===== src/rtl/dac_trig_pkg.sv =====
// Shared types and constants for the DAC trigger scheduler.
package dac_trig_pkg;

    localparam int NREQ_DEF   = 4;
    localparam int CNT_W_DEF  = 16;
    localparam int HOLD_W     = 10;
    localparam int GEN_WINDOW = 201;

    typedef enum logic [1:0] {
        ST_IDLE  = 2'd0,
        ST_ISSUE = 2'd1,
        ST_HOLD  = 2'd2,
        ST_DONE  = 2'd3
    } state_e;

    // A holdoff of zero still leaves one HOLD cycle between pulses.
    function automatic logic [HOLD_W-1:0] eff_hold(input logic [HOLD_W-1:0] h);
        return (h == '0) ? HOLD_W'(1) : h;
    endfunction

endpackage


===== src/rtl/dac_trig_rr_arb.sv =====
// Combinational round-robin picker: searches upward from last_i+1, wrapping at NREQ.
module dac_trig_rr_arb #(
    parameter  int NREQ  = 4,
    localparam int IDX_W = (NREQ > 1) ? $clog2(NREQ) : 1
) (
    input  logic [NREQ-1:0]  req_i,
    input  logic [IDX_W-1:0] last_i,
    output logic             gnt_valid_o,
    output logic [IDX_W-1:0] gnt_idx_o
);

    logic [IDX_W-1:0] cand;

    // Walk offsets from farthest to nearest so the nearest eligible requester wins.
    always_comb begin
        gnt_valid_o = 1'b0;
        gnt_idx_o   = '0;
        cand        = '0;
        for (int off = NREQ; off >= 1; off--) begin
            cand = IDX_W'((int'(last_i) + off) % NREQ);
            if (req_i[cand]) begin
                gnt_valid_o = 1'b1;
                gnt_idx_o   = cand;
            end
        end
    end

endmodule


===== src/rtl/dac_trig_sched.sv =====
// Round-robin DAC trigger scheduler: IDLE -> ISSUE -> HOLD -> DONE per grant.
// Define DAC_TRIG_SCHED_BURST_EN to add the burst_len port (burst_len+1 pulses per grant).
module dac_trig_sched
    import dac_trig_pkg::*;
#(
    parameter  int NREQ  = NREQ_DEF,
    parameter  int CNT_W = CNT_W_DEF,
    localparam int IDX_W = (NREQ > 1) ? $clog2(NREQ) : 1
) (
    input  logic              clk,
    input  logic              rst,
    input  logic              enable,
    input  logic [NREQ-1:0]   req,
    input  logic [NREQ-1:0]   src_mask,
    input  logic [HOLD_W-1:0] holdoff,
`ifdef DAC_TRIG_SCHED_BURST_EN
    input  logic [3:0]        burst_len,
`endif
    output logic [NREQ-1:0]   ack,
    output logic              trig_out,
    output logic              busy,
    output logic [IDX_W-1:0]  last_src,
    output logic [CNT_W-1:0]  trig_count
);

    state_e            state_q;
    logic [HOLD_W-1:0] hold_cnt_q;
    logic [IDX_W-1:0]  grant_q;
    logic [IDX_W-1:0]  last_src_q;
    logic [CNT_W-1:0]  trig_count_q;
    logic [NREQ-1:0]   ack_q;
    logic              trig_out_q;
    logic              busy_q;
`ifdef DAC_TRIG_SCHED_BURST_EN
    logic [3:0]        burst_q;
`endif

    logic              gnt_valid;
    logic [IDX_W-1:0]  gnt_idx;
    logic [HOLD_W-1:0] hold_ld_d;
    logic [CNT_W-1:0]  trig_count_d;
    logic [NREQ-1:0]   ack_d;
    logic              more_pulses_d;

    dac_trig_rr_arb #(.NREQ(NREQ)) u_arb (
        .req_i       (req & ~src_mask),
        .last_i      (last_src_q),
        .gnt_valid_o (gnt_valid),
        .gnt_idx_o   (gnt_idx)
    );

    assign hold_ld_d    = eff_hold(holdoff);
    assign trig_count_d = trig_count_q + CNT_W'(1);

`ifdef DAC_TRIG_SCHED_BURST_EN
    assign more_pulses_d = (burst_q != 4'd0);
`else
    assign more_pulses_d = 1'b0;
`endif

    always_comb begin
        ack_d          = '0;
        ack_d[grant_q] = 1'b1;
    end

    always_ff @(posedge clk) begin
        if (rst) begin
            state_q      <= ST_IDLE;
            hold_cnt_q   <= '0;
            grant_q      <= '0;
            last_src_q   <= IDX_W'(NREQ - 1);
            trig_count_q <= '0;
            ack_q        <= '0;
            trig_out_q   <= 1'b0;
            busy_q       <= 1'b0;
`ifdef DAC_TRIG_SCHED_BURST_EN
            burst_q      <= '0;
`endif
        end else begin
            // NOTE: strobes default low here; a later non-blocking write in the case overrides it.
            ack_q      <= '0;
            trig_out_q <= 1'b0;
            case (state_q)
                ST_IDLE: begin
                    if (enable && gnt_valid) begin
                        grant_q      <= gnt_idx;
                        hold_cnt_q   <= hold_ld_d;
                        trig_out_q   <= 1'b1;
                        trig_count_q <= trig_count_d;
                        busy_q       <= 1'b1;
`ifdef DAC_TRIG_SCHED_BURST_EN
                        burst_q      <= burst_len;
`endif
                        state_q      <= ST_ISSUE;
                    end
                end
                ST_ISSUE: begin
                    state_q <= ST_HOLD;
                end
                ST_HOLD: begin
                    if (hold_cnt_q == HOLD_W'(1)) begin
                        if (more_pulses_d) begin
                            hold_cnt_q   <= hold_ld_d;
                            trig_out_q   <= 1'b1;
                            trig_count_q <= trig_count_d;
`ifdef DAC_TRIG_SCHED_BURST_EN
                            burst_q      <= burst_q - 4'd1;
`endif
                            state_q      <= ST_ISSUE;
                        end else begin
                            ack_q   <= ack_d;
                            state_q <= ST_DONE;
                        end
                    end else begin
                        hold_cnt_q <= hold_cnt_q - HOLD_W'(1);
                    end
                end
                ST_DONE: begin
                    last_src_q <= grant_q;
                    busy_q     <= 1'b0;
                    state_q    <= ST_IDLE;
                end
                default: begin
                    busy_q  <= 1'b0;
                    state_q <= ST_IDLE;
                end
            endcase
        end
    end

    assign ack        = ack_q;
    assign trig_out   = trig_out_q;
    assign busy       = busy_q;
    assign last_src   = last_src_q;
    assign trig_count = trig_count_q;

endmodule


===== config.mk =====
export PLATFORM = sky130hd
export DESIGN_NAME = dac_trig_sched
export DESIGN_NICKNAME = d
export VERILOG_FILES = /design/src/rtl/dac_trig_pkg.sv /design/src/rtl/dac_trig_rr_arb.sv /design/src/rtl/dac_trig_sched.sv
export SDC_FILE = /design/constraint.sdc
export NUM_CORES = 1
export LEC_CHECK = 0
export CORE_ASPECT_RATIO = 1.25
export CORE_UTILIZATION = 55
export CTS_CLUSTER_SIZE = 30
export DETAILED_ROUTE_END_ITERATION = 8
export GPL_TIMING_DRIVEN = 0
export HOLD_SLACK_MARGIN = 0.06
export PLACE_DENSITY = 0.82
export SYNTH_ARGS = -nofsm -noshare
export SYNTH_HDL_FRONTEND = slang
export SYNTH_SLANG_ARGS = --single-unit

===== constraint.sdc =====
create_clock -name clk -period 2.8 [get_ports clk]
set_input_delay 0.42 -clock clk [delete_from_list [all_inputs] [get_ports clk]]
set_output_delay 0.42 -clock clk [all_outputs]
set_load 0.01 [all_outputs]

**Word level (Yosys, flattened, before mapping)**

Index checks and enable logic that the tools add are counted.

- Add/sub/neg operators: 6
- Magnitude comparators: 6
- Equality and inequality tests: 7
- Muxes and demuxes: 28
- Bitwise operators: 5
- Reductions and logical operators: 12

Operators by type and width:

| operator | count |
|---|---|
| $mux 10 | 3 |
| $pmux 10 s2 | 1 |
| $add 16x1->16 const B | 1 |
| $lt 2x3->1 const B | 5 |
| $mux 2 | 6 |
| $mux 1 | 11 |
| $eq 10x1->1 const B | 1 |
| $logic_not 10->1 | 1 |
| $sub 10x1->10 const B | 1 |
| $bmux 1 s2 | 4 |
| $pmux 2 s4 | 1 |
| $ne 2x2->1 const B | 3 |
| $reduce_and 2->1 | 3 |
| $add 2x1->2 const B | 2 |
| $add 2x2->2 const B | 2 |
| $and 4x4->4 | 1 |
| $eq 2x2->1 const B | 2 |
| $not 4->4 | 1 |
| $reduce_bool 2->1 | 2 |
| $not 1->1 | 3 |
| $reduce_and 3->1 | 1 |
| $reduce_or 3->1 | 1 |
| $demux 1 s2 | 1 |
| $eq 2x1->1 const B | 1 |
| other kinds (5) | 6 |

- Bits in registers: 38
- Input port bits: 21
- Output and inout bits: 24
- Logic and storage cells: 72

**Logic depth before layout (Yosys ltp)**

Gate-level depths: netlist of the first run.

- Word-level depth: 11
- Gate-level depth with buffers: 9
- Depth with buffers taken out: 7

**By module**

From an unflattened synthesis of the first run, not the netlist that was laid out.

- Cell total of the unflattened synthesis: 247
- Area total of the unflattened synthesis: 2,064.5 um2

Modules (own cells, without submodules):

| module | instances | cells each | area an instance (um2) | seq. area each (um2) |
|---|---|---|---|---|
| dac_trig_sched | 1 | 233 | 1,973.1 | 760.7 |
| dac_trig_rr_arb | 1 | 14 | 91.3 | 0.0 |

**Worst setup path before layout of the first run**

Ideal clock, no wire load.

- Path type: reg2reg
- Start point: reg state_q[0]
- End point: reg hold_cnt_q[0]
- Data arrival time: 1.679 ns
- Data required time: 2.726 ns
- Path slack: 1.047 ns
- Stages on the path, launching flop included: 9
- Path buffers: 1
- Cell sequence: dfxtp_1 -> inv_1 -> ha_1 -> buf_4 -> inv_2 -> nor2_1 -> o2bb2ai_4 -> or3_1 -> a31oi_1

- Cells in the longest elaborated chain, start to end: 3

Ends and longest elaborated chain:

| what | RTL line | RTL |
|---|---|---|
| start, declared | dac_trig_sched.sv:26 | `state_e state_q;` |
| start signal, assigned | dac_trig_sched.sv:68 | `state_q <= ST_IDLE;` |
| start signal, assigned | dac_trig_sched.sv:94 | `state_q <= ST_ISSUE;` |
| start signal, assigned | dac_trig_sched.sv:98 | `state_q <= ST_HOLD;` |
| $eq 2x2->1 / $logic_not 2->1 (equally long branches) | dac_trig_sched.sv:83 | `case (state_q)` |
| $ne 2x2->1 (no source line) / $reduce_bool 2->1 (equally long branches) | -- |  |
| $reduce_and 3->1 (no source line) | -- |  |
| end signal, assigned | dac_trig_sched.sv:87 | `hold_cnt_q <= hold_ld_d;` |
| end signal, assigned | dac_trig_sched.sv:103 | `hold_cnt_q <= hold_ld_d;` |
| end signal, assigned | dac_trig_sched.sv:115 | `hold_cnt_q <= hold_cnt_q - HOLD_W'(1);` |
| end, declared | dac_trig_sched.sv:27 | `logic [HOLD_W-1:0] hold_cnt_q;` |

Parallel ways exist; a longest one is shown, timed or not.
A chain may end at the register's enable or synchronous reset.

**Worst setup path after layout of the first run**

- Start point: in src_mask[1]
- End point: reg hold_cnt_q[8]

- Cells in the longest elaborated chain, start to end: 11

Ends and longest elaborated chain:

| what | RTL line | RTL |
|---|---|---|
| start, declared | dac_trig_sched.sv:14 | `input logic [NREQ-1:0] src_mask,` |
| $not 4->4 * | dac_trig_sched.sv:46 | `.req_i (req & ~src_mask),` |
| $and 4x4->4 * | dac_trig_sched.sv:46 |  |
| $bmux 1 s2 | dac_trig_rr_arb.sv:21 | `if (req_i[cand]) begin` |
| $mux 1 (not written as such) | dac_trig_rr_arb.sv:21 |  |
| $mux 1 (3 in a row) | dac_trig_rr_arb.sv:21 |  |
| $mux 1 * | dac_trig_rr_arb.sv:21 |  |
| $logic_and 1x1->1 * | dac_trig_sched.sv:85 | `if (enable && gnt_valid) begin` |
| $ne 2x2->1 (no source line) * | -- |  |
| $reduce_and 3->1 (no source line) * | -- |  |

Mark *: on every way between the ends. The rest lies on a longest branch, timed or not. The select of a mux whose other input is x is not followed.

==> reports/results.ini, run 1 <==
[global_route]
antenna_found_initial = 0
grt.overflow.total = 0
grt_pass1_wl_um = 8200
grt_util_all_layers = 0.255
grt_pass1_vias = 1826
grt_max_degree = 12

[cts]
post_cts.repair.setup_buffers = 0
cts_resized = 0
clk_latency_ps = 290
cts-root-buf = clkbuf_8
path_clk_slew_ps = 70
cts_buffers = 5
htree_levels = 2
cts_max_path_buffers = 2
hold_buffers = 0
clkSinkCount = 38
cts_tree = yes

[pwr]
sw_frac_of_total = 0.384
power_frac_comb = 0.424
powerDensity_nw_per_um2 = 751
p_switching_uw = 786
seq_power_share = 0.353
internal_power_uw = 1260
clockPowerShare = 0.224
vdd_drop_max_mv = 0.643
cellLeakagePower_uw = 0.000990

[worst_setup_path]
critical_path.cell_chain = clkdlybuf4s50_1, and2b_1, o41ai_1, nand2_1, a211o_1, o31ai_1
worst-setup-path-type = primary input to flop
critPathRequiredTime_ps = 3010
r2r_slack_ps = 800
cpPeakStageDelay_ps = 600
path_max_fanout = 3
r2r_cells = 8
r2r-end = hold_cnt_q[0]
cpMaxStageDelayCell = o41ai_1
arrival_ps = 2240
crit_path_end_kind = flop
timing.rr.start = state_q[0]
cp-start-kind = primary input

[yosys]
synth_simple_gate_area_frac = 0.281
yosysTopAreaCellShare = 0.356
synthFlopType = dfxtp_1
synth_top_family_by_area = simple AND/OR/NAND/NOR gates
synthTopCellsByArea = dfxtp_1 36%, nor2_1 6.1%, ha_1 4.1%
yosys.area.top_type = dfxtp_1
synthesis.area_um2 = 2140
synth_area_per_cell_um2 = 8.62
synthAdderAreaFrac = 0.0410
synth-compound-area-share = 0.203
synth_cell_types = 57
synthXorXnorAreaFrac = 0.0573
ys_seq_area_frac = 0.356
synth_edf_count = 0
synth-seq-cells = 38
async_reset_ff_frac = 0
muxShareOfSynthArea = 0.00995
ys_warn_count = 0
syn_nets = 276
netlist_instances = 248

[timing]
finalSetupViolCount = 0
max_freq_mhz = 492
setup_tns_ps = 0
tightest_slew_ps = 578
rsz0062_at_grt = false
slew_viol_final = 0
fin_crit_sh = 0.727
clock_skew_ps = 3.59
slew_headroom = 0.610
fin_crit_ps = 2030
hold_violations = 0

[floorplanning]
initial_core_util = 0.593
row_count = 24
chipHeight_um = 71.7
core_um2 = 3600
io_pins = 45
dieArea_um2 = 4140
die_x_um = 57.8

[routing]
drt_iter0_markers = 117
vias = 2009
drc = 3
drt_first_pass_iters = 6
routedWlPerCell_um = 14.8
routed_wl_um = 5010
ant_nets = 0
vias_per_cell = 5.94

[finish]
final_util = 0.756
layout_commonest_cell = clkdlybuf4s50_1
area_growth_pct = 27.4
antenna_cells = 0
nets = 326
mostFrequentLayoutCells = 43 x clkdlybuf4s50_1, 38 x dfxtp_1, 35 x nor2_1
nFillCells = 287
drive_above_1_share = 0.0970

[min_path]
hold_class = primary input to flop
hold_depth = 2
holdPathEnd = last_src[0]
min-delay-start = rst

[place]
port_buffers = 43
globalplace.congestion = 0.863
dp_hpwl_um = 3690

[outcome]
violations = design-rule violations
status = finished with violations

[flow_run]
cap_viol_max_count = 0

[worst max-delay path by stage]
stage                     start            end  slack [ps]  cells past startpoint
finish              src_mask[1]  hold_cnt_q[8]         770                      6
global route        src_mask[1]  hold_cnt_q[8]         630                      6
CTS                 src_mask[1]  hold_cnt_q[8]         790                      6
detailed placement  src_mask[1]  hold_cnt_q[8]         510                      6
global placement    src_mask[1]  hold_cnt_q[8]         560                      6
floorplan            state_q[0]  hold_cnt_q[0]        1050                      8
[metrics by stage]
| stage | area [um^2] | total power, uW | setup WS, ps | instances | hold WS [ps] |
|---|---|---|---|---|---|
| floorplan | 2140 | 1350 | 1050 | 248 | 441 |
| global placement | 2620 | 1570 | 555 | 330 | 466 |
| detailed placement | 2620 | 1590 | 508 | 330 | 471 |
| CTS | 2720 | 2050 | 792 | 338 | 394 |
| global route | 2720 | 2180 | 632 | 338 | 403 |
| finish | 2720 | 2050 | 766 | 338 | 397 |
[worst max-delay path: cells and delay by family]
kind                   cells  cell delay (ps)
and+or+nand+nor            2              400
AOI/OAI and AO/OA          3              950
buffers and inverters      1              470
[power groups by stage]
stage / Sequential (uW) / Clock [uW] / Combinational [uW]
2_1_floorplan: 714 / 0 / 641
3_3_place_gp: 726 / 0 / 842
3_5_place_dp: 729 / 0 / 859
4_1_cts: 718 / 466 / 863
5_1_grt: 735 / 489 / 955
6_report: 721 / 458 / 867
[kinds of logic (layout without fill, tap and decap cells)]
family,Yosys count,count (layout)
AO/OA/AOI/OAI,57,57
XOR/XNOR,14,14
adder cells (fa/ha/maj),7,7
buffers and inverters,17,68
flip-flops,38,38
multiplexers,2,2
AND/OR/NAND/NOR,113,113
[metal layers]
| metal | track usage | wire length, um | up-vias | part of all wire |
|---|---|---|---|---|
| met5 | 0 | 0 | - | 0 |
| met4 | 0.0899 | 87 | 0 | 0.017 |
| met3 | 0.0560 | 234 | 10 | 0.047 |
| met2 | 0.451 | 2580 | 67 | 0.52 |
| met1 | 0.302 | 2100 | 938 | 0.42 |
| li1 | - | - | 994 | - |
[area by class of cell]
class	instances	area, um^2	area share
Inverter	6	22.5	0.00827
Tap cell	39	48.8	0.0179
Clock inverter	1	30.0	0.0110
Buffer	11	88.8	0.0326
Multi-Input combinational cell	193	1270	0.465
Clock buffer	7	76.3	0.0280
Timing Repair Buffer	43	430	0.158
Sequential cell	38	761	0.279
[synth_stat cells (all sizes together), types with 6 or more instances]
library cell,n
dfxtp,38
xor2,7
clkbuf,6
inv,6
nand2,23
nor4,6
and3,6
nand4,6
ha,7
o21ai,13
nor3,7
a21oi,14
nor2b,8
xnor2,7
nor2,35
[state kept, by name, indices dropped and copies added (netlist names)]
name / count
trig_count: 16
hold_cnt_q: 10
busy: 1
last_src: 2
state_q: 2
grant_q: 2
trig_out: 1
ack: 4
Note: power is estimated with default switching activity, not from simulation.
==> inputs of run 2 (changes only) <==
--- a/config.mk
+++ b/config.mk
@@ -6,12 +6,12 @@
 export NUM_CORES = 1
 export LEC_CHECK = 0
 export CORE_ASPECT_RATIO = 1.25
-export CORE_UTILIZATION = 55
+export CORE_UTILIZATION = 46
 export CTS_CLUSTER_SIZE = 30
 export DETAILED_ROUTE_END_ITERATION = 8
 export GPL_TIMING_DRIVEN = 0
 export HOLD_SLACK_MARGIN = 0.06
-export PLACE_DENSITY = 0.82
+export PLACE_DENSITY = 0.73
 export SYNTH_ARGS = -nofsm -noshare
 export SYNTH_HDL_FRONTEND = slang
 export SYNTH_SLANG_ARGS = --single-unit
==> constraint.sdc (replaced) <==
create_clock -name clk -period 1.7 [get_ports clk]
set_input_delay 0.255 -clock clk [delete_from_list [all_inputs] [get_ports clk]]
set_output_delay 0.255 -clock clk [all_outputs]
set_load 0.01 [all_outputs]
==> reports/results.ini, run 2 (synthesis gave the netlist of run 1 again) <==
[outcome]
status = finished with violations
violations = negative setup slack

[worst_setup_path]
setup.worst_path.end = hold_cnt_q[4]
r2r-end = hold_cnt_q[4]
arrival_ps = 1920
r2r_cells = 8
r2r_slack_ps = -10
cp-startpoint = state_q[0]
path_max_fanout = 4
cp-start-kind = flop
timing.rr.start = state_q[0]
worst-setup-path-type = flop to flop
critPathRequiredTime_ps = 1910
crit_path_end_kind = flop

[finish]
nFillCells = 348
nets = 344
fin_cells = 375
largest_reg_flops = 16
layout_commonest_cell = clkdlybuf4s50_1
mostFrequentLayoutCells = 43 x clkdlybuf4s50_1, 33 x nor2_1, 32 x dfxtp_1
antenna_cells = 0
drive_above_1_share = 0.246
area_growth_pct = 46.6

[cts]
cts_tree = yes
clk_latency_ps = 300
path_clk_slew_ps = 80
cts-root-buf = clkbuf_8
htree_levels = 2
clkSinkCount = 38
cts_buffers = 5
cts_max_path_buffers = 2

[timing]
slew_headroom = 0.501
hold_violations = 0
slew_viol_final = 0
whs_ps = 234
tightest_slew_ps = 741
clock_skew_ps = 9.01
max_freq_mhz = 583
timing.final.ws_setup_ps = -14.9
fin_crit_ps = 1710
fin_crit_sh = 1.01
finalSetupViolCount = 2
rsz0062_at_grt = true

[routing]
drt_iter0_markers = 91
routed_wl_um = 5580
drc = 0
ant_nets = 0
drt_first_pass_iters = 4
vias = 2131
vias_per_cell = 5.68
routedWlPerCell_um = 14.9

[global_route]
grt_util_all_layers = 0.231
grt_max_degree = 14
grt_pass1_wl_um = 8980
grt_pass1_vias = 1951
grt.overflow.total = 0
antenna_found_initial = 0

[floorplanning]
die_x_um = 63.0
core_um2 = 4430
initial_core_util = 0.483
row_count = 27
chipHeight_um = 78.2
dieArea_um2 = 4930
io_pins = 45

[pwr]
vdd_drop_max_mv = 0.850
powerDensity_nw_per_um2 = 1350
cellLeakagePower_uw = 0.00117
fin_total_pwr_uw = 4230

[min_path]
hold_class = primary input to flop

[place]
port_buffers = 43
place_inst = 349
dp_hpwl_um = 3650
globalplace.congestion = 0.868

[flow_run]
cap_viol_max_count = 0

==> run 2: cell types whose count changed in the layout (fill, tap and decap cells not counted), moves of 4 or more <==
cell / previous run / this run
buf_4: 1 / 11
buf_6: 3 / 12
dfxtp_1: 38 / 32
clkbuf_1: 6 / 2
dfxtp_2: 0 / 4
o21ai_0: 11 / 7
o21ai_2: 0 / 4
==> run 2: worst min-delay path by stage <==
stage	to	start	cells past startpoint
after floorplan	ack[1]	grant_q[1]	1
after global placement	ack[1]	grant_q[0]	2
after detailed placement	ack[1]	grant_q[0]	2
after CTS	last_src[0]	rst	2
after global routing	last_src[1]	rst	2
final	last_src[0]	rst	2
==> run 2: power by group <==
group | leakage [uW] | switching [uW] | internal [uW]
clock | 0.0000683 | 344 | 588
combinational | 0.000794 | 1080 | 988
sequential | 0.000312 | 186 | 1050
total | 0.00117 | 1600 | 2620
==> run 2: routing by layer <==
layer | vias to the layer above | part of all wire | track usage
met5 | - | 0 | 0
met4 | 0 | 0.024 | 0.105
met3 | 13 | 0.040 | 0.0480
met2 | 73 | 0.52 | 0.410
met1 | 1015 | 0.42 | 0.262
li1 | 1030 | - | -
==> run 2: what timing repair did <==
item                       in CTS  in global routing
pin swaps                       2                 17
setup endpoints to repair      30                 26
hold buffers                    0                  0
setup buffers                   6                 12
gates resized for setup        15                 42
==> run 2: area by class of cell <==
type | instances | area (um^2) | share of cell area
buffer | 11 | 104 | 0.0331
clock buffer | 5 | 68.8 | 0.0219
clock inverter | 3 | 68.8 | 0.0219
inverter | 6 | 27.5 | 0.00878
multi-input combinational | 193 | 1430 | 0.456
sequential | 38 | 773 | 0.247
tap | 58 | 72.6 | 0.0231
timing repair buffer | 61 | 592 | 0.189
==> run 2: worst max-delay path: stages, from the launching register on <==
cell and delay (ps):
dfxtp_2 350, inv_4 70, ha_4 140, nand2_2 60
a41oi_4 340, o2bb2ai_4 140, buf_6 150, buf_4 130
o32ai_1 240
==> run 2: stage by stage <==
stage                     instance area [um^2]  TNS, ps  setup slack [ps]   util
after floorplan                           2140        0              21.1      -
final                                     3140    -21.2             -14.9  0.709
after global placement                    2650    -6810              -378  0.598
after CTS                                 2890   -0.326            -0.326  0.653
after global routing                      3140     -411             -93.8  0.709
after detailed placement                  2650    -7360              -388  0.598
==> inputs of run 3 (changes only) <==
--- a/config.mk
+++ b/config.mk
@@ -5,13 +5,14 @@
 export SDC_FILE = /design/constraint.sdc
 export NUM_CORES = 1
 export LEC_CHECK = 0
-export CORE_ASPECT_RATIO = 1.25
+export CORE_ASPECT_RATIO = 0.8
 export CORE_UTILIZATION = 46
 export CTS_CLUSTER_SIZE = 30
 export DETAILED_ROUTE_END_ITERATION = 8
 export GPL_TIMING_DRIVEN = 0
 export HOLD_SLACK_MARGIN = 0.06
 export PLACE_DENSITY = 0.73
+export SLEW_MARGIN = 0
 export SYNTH_ARGS = -nofsm -noshare
 export SYNTH_HDL_FRONTEND = slang
 export SYNTH_SLANG_ARGS = --single-unit
==> reports/results.ini, run 3 (synthesis gave the netlist of run 1 again) <==
[worst_setup_path]
r2r_cells = 7
path_max_fanout = 5
arrival_ps = 1890
crit_path_end_kind = flop
critPathRequiredTime_ps = 1920
r2r_slack_ps = 30
worst-setup-path-type = flop to flop
r2r-end = hold_cnt_q[0]
cp-start-kind = flop
timing.rr.start = state_q[0]

[global_route]
grt_util_all_layers = 0.225
gr-usage-met3 = 0.0482
grt_pass1_vias = 1840
met2_usage = 0.356
antenna_found_initial = 0
grt_max_degree = 12
grt.busiest_layer = met2
use_met1 = 0.294
grt_pass1_wl_um = 8510
grt.overflow.total = 0

[finish]
multi_input_area_um2 = 1380
area_growth_pct = 41.5
seq_area_um2 = 771
mostFrequentLayoutCells = 40 x clkdlybuf4s50_1, 33 x nor2_1, 32 x dfxtp_1
final_util = 0.702
layout_commonest_cell = clkdlybuf4s50_1
nets = 341
nFillCells = 347
largest_reg_flops = 16
antenna_cells = 0
drive_above_1_share = 0.204
final_area_um2 = 3030

[timing]
whs_ps = 222
slew_headroom = 0.588
hold_violations = 0
finalSetupViolCount = 0
max_freq_mhz = 599
setup_tns_ps = 0
tightest_slew_ps = 612
slew_viol_final = 0
rsz0062_at_grt = true
fin_crit_ps = 1670
fin_crit_sh = 0.983
clock_skew_ps = 9.26

[flow_run]
cap_viol_max_count = 0

[min_path]
hold_class = primary input to flop
holdPathEnd = last_src[1]
min-delay-start = rst
hold_depth = 2

[floorplanning]
dieArea_um2 = 4930
core_um2 = 4310
row_count = 21
chipHeight_um = 63.0
initial_core_util = 0.496
die_x_um = 78.2
io_pins = 45

[routing]
routed_wl_um = 5360
ant_nets = 0
vias_per_cell = 5.49
routedWlPerCell_um = 14.4
drt_iter0_markers = 132
drt_first_pass_iters = 4
drc = 0
vias = 2036

[pwr]
vdd_drop_max_mv = 0.760
fin_total_pwr_uw = 3860
cellLeakagePower_uw = 0.00117
powerDensity_nw_per_um2 = 1270

[cts]
clkSinkCount = 38
cts_max_path_buffers = 2
cts_tree = yes
cts-root-buf = clkbuf_8
path_clk_slew_ps = 80
htree_levels = 2
clk_latency_ps = 300
cts_buffers = 5

[place]
globalplace.congestion = 0.843
dp_hpwl_um = 3550
placed_area_um2 = 2650
port_buffers = 43

[outcome]
status = finished clean

## run 3: layer usage
metal | wire [um] | part of all wire | vias to the layer above
li1 | - | - | 1026
met1 | 2540 | 0.47 | 961
met2 | 2470 | 0.46 | 41
met3 | 265 | 0.049 | 8
met4 | 79 | 0.015 | 0
met5 | 0 | 0 | -
## run 3: worst max-delay path by stage
stage                       start             end  cells after the start
CTS                 hold_cnt_q[4]   hold_cnt_q[7]                      7
floorplan              state_q[0]  trig_count[15]                      8
global route        hold_cnt_q[7]   hold_cnt_q[5]                      7
detailed placement    src_mask[1]   hold_cnt_q[8]                      6
finish                 state_q[0]   hold_cnt_q[0]                      7
global placement      src_mask[1]   hold_cnt_q[8]                      6
## run 3: layout make-up
type / count / area share
clock inverter: 1 / 0.00993
tap: 57 / 0.0236
buffer: 11 / 0.0327
timing repair buffer: 58 / 0.187
multi-input combinational: 193 / 0.456
clock buffer: 7 / 0.0252
inverter: 6 / 0.0108
sequential: 38 / 0.255
## run 3: where the power goes
group	internal, uW	total, uW	switching (uW)	leakage [uW]
logic	902	1880	973	0.000808
clock network	439	759	320	0.0000524
registers	1040	1220	178	0.000311
## run 3: timing repair
item / in CTS / in global routing
setup buffers: 6 / 9
setup endpoints to repair: 27 / 23
hold buffers: 0 / 0
pin swaps: 2 / 13
gates resized for setup: 15 / 27
## run 3: stage by stage
step	instances	worst slack, ps
after floorplan	248	21.1
after detailed placement	348	-382
after global routing	371	-82.0
after global placement	348	-366
final	371	29.3
after CTS	362	0.987
## run 3: worst max-delay path: stages, from the launching register on
cell and delay (ps):
dfxtp_2 350, inv_4 70, ha_4 150, nand2_4 50
a41oi_4 300, o2bb2ai_4 130, or3_1 390, a31oi_1 140
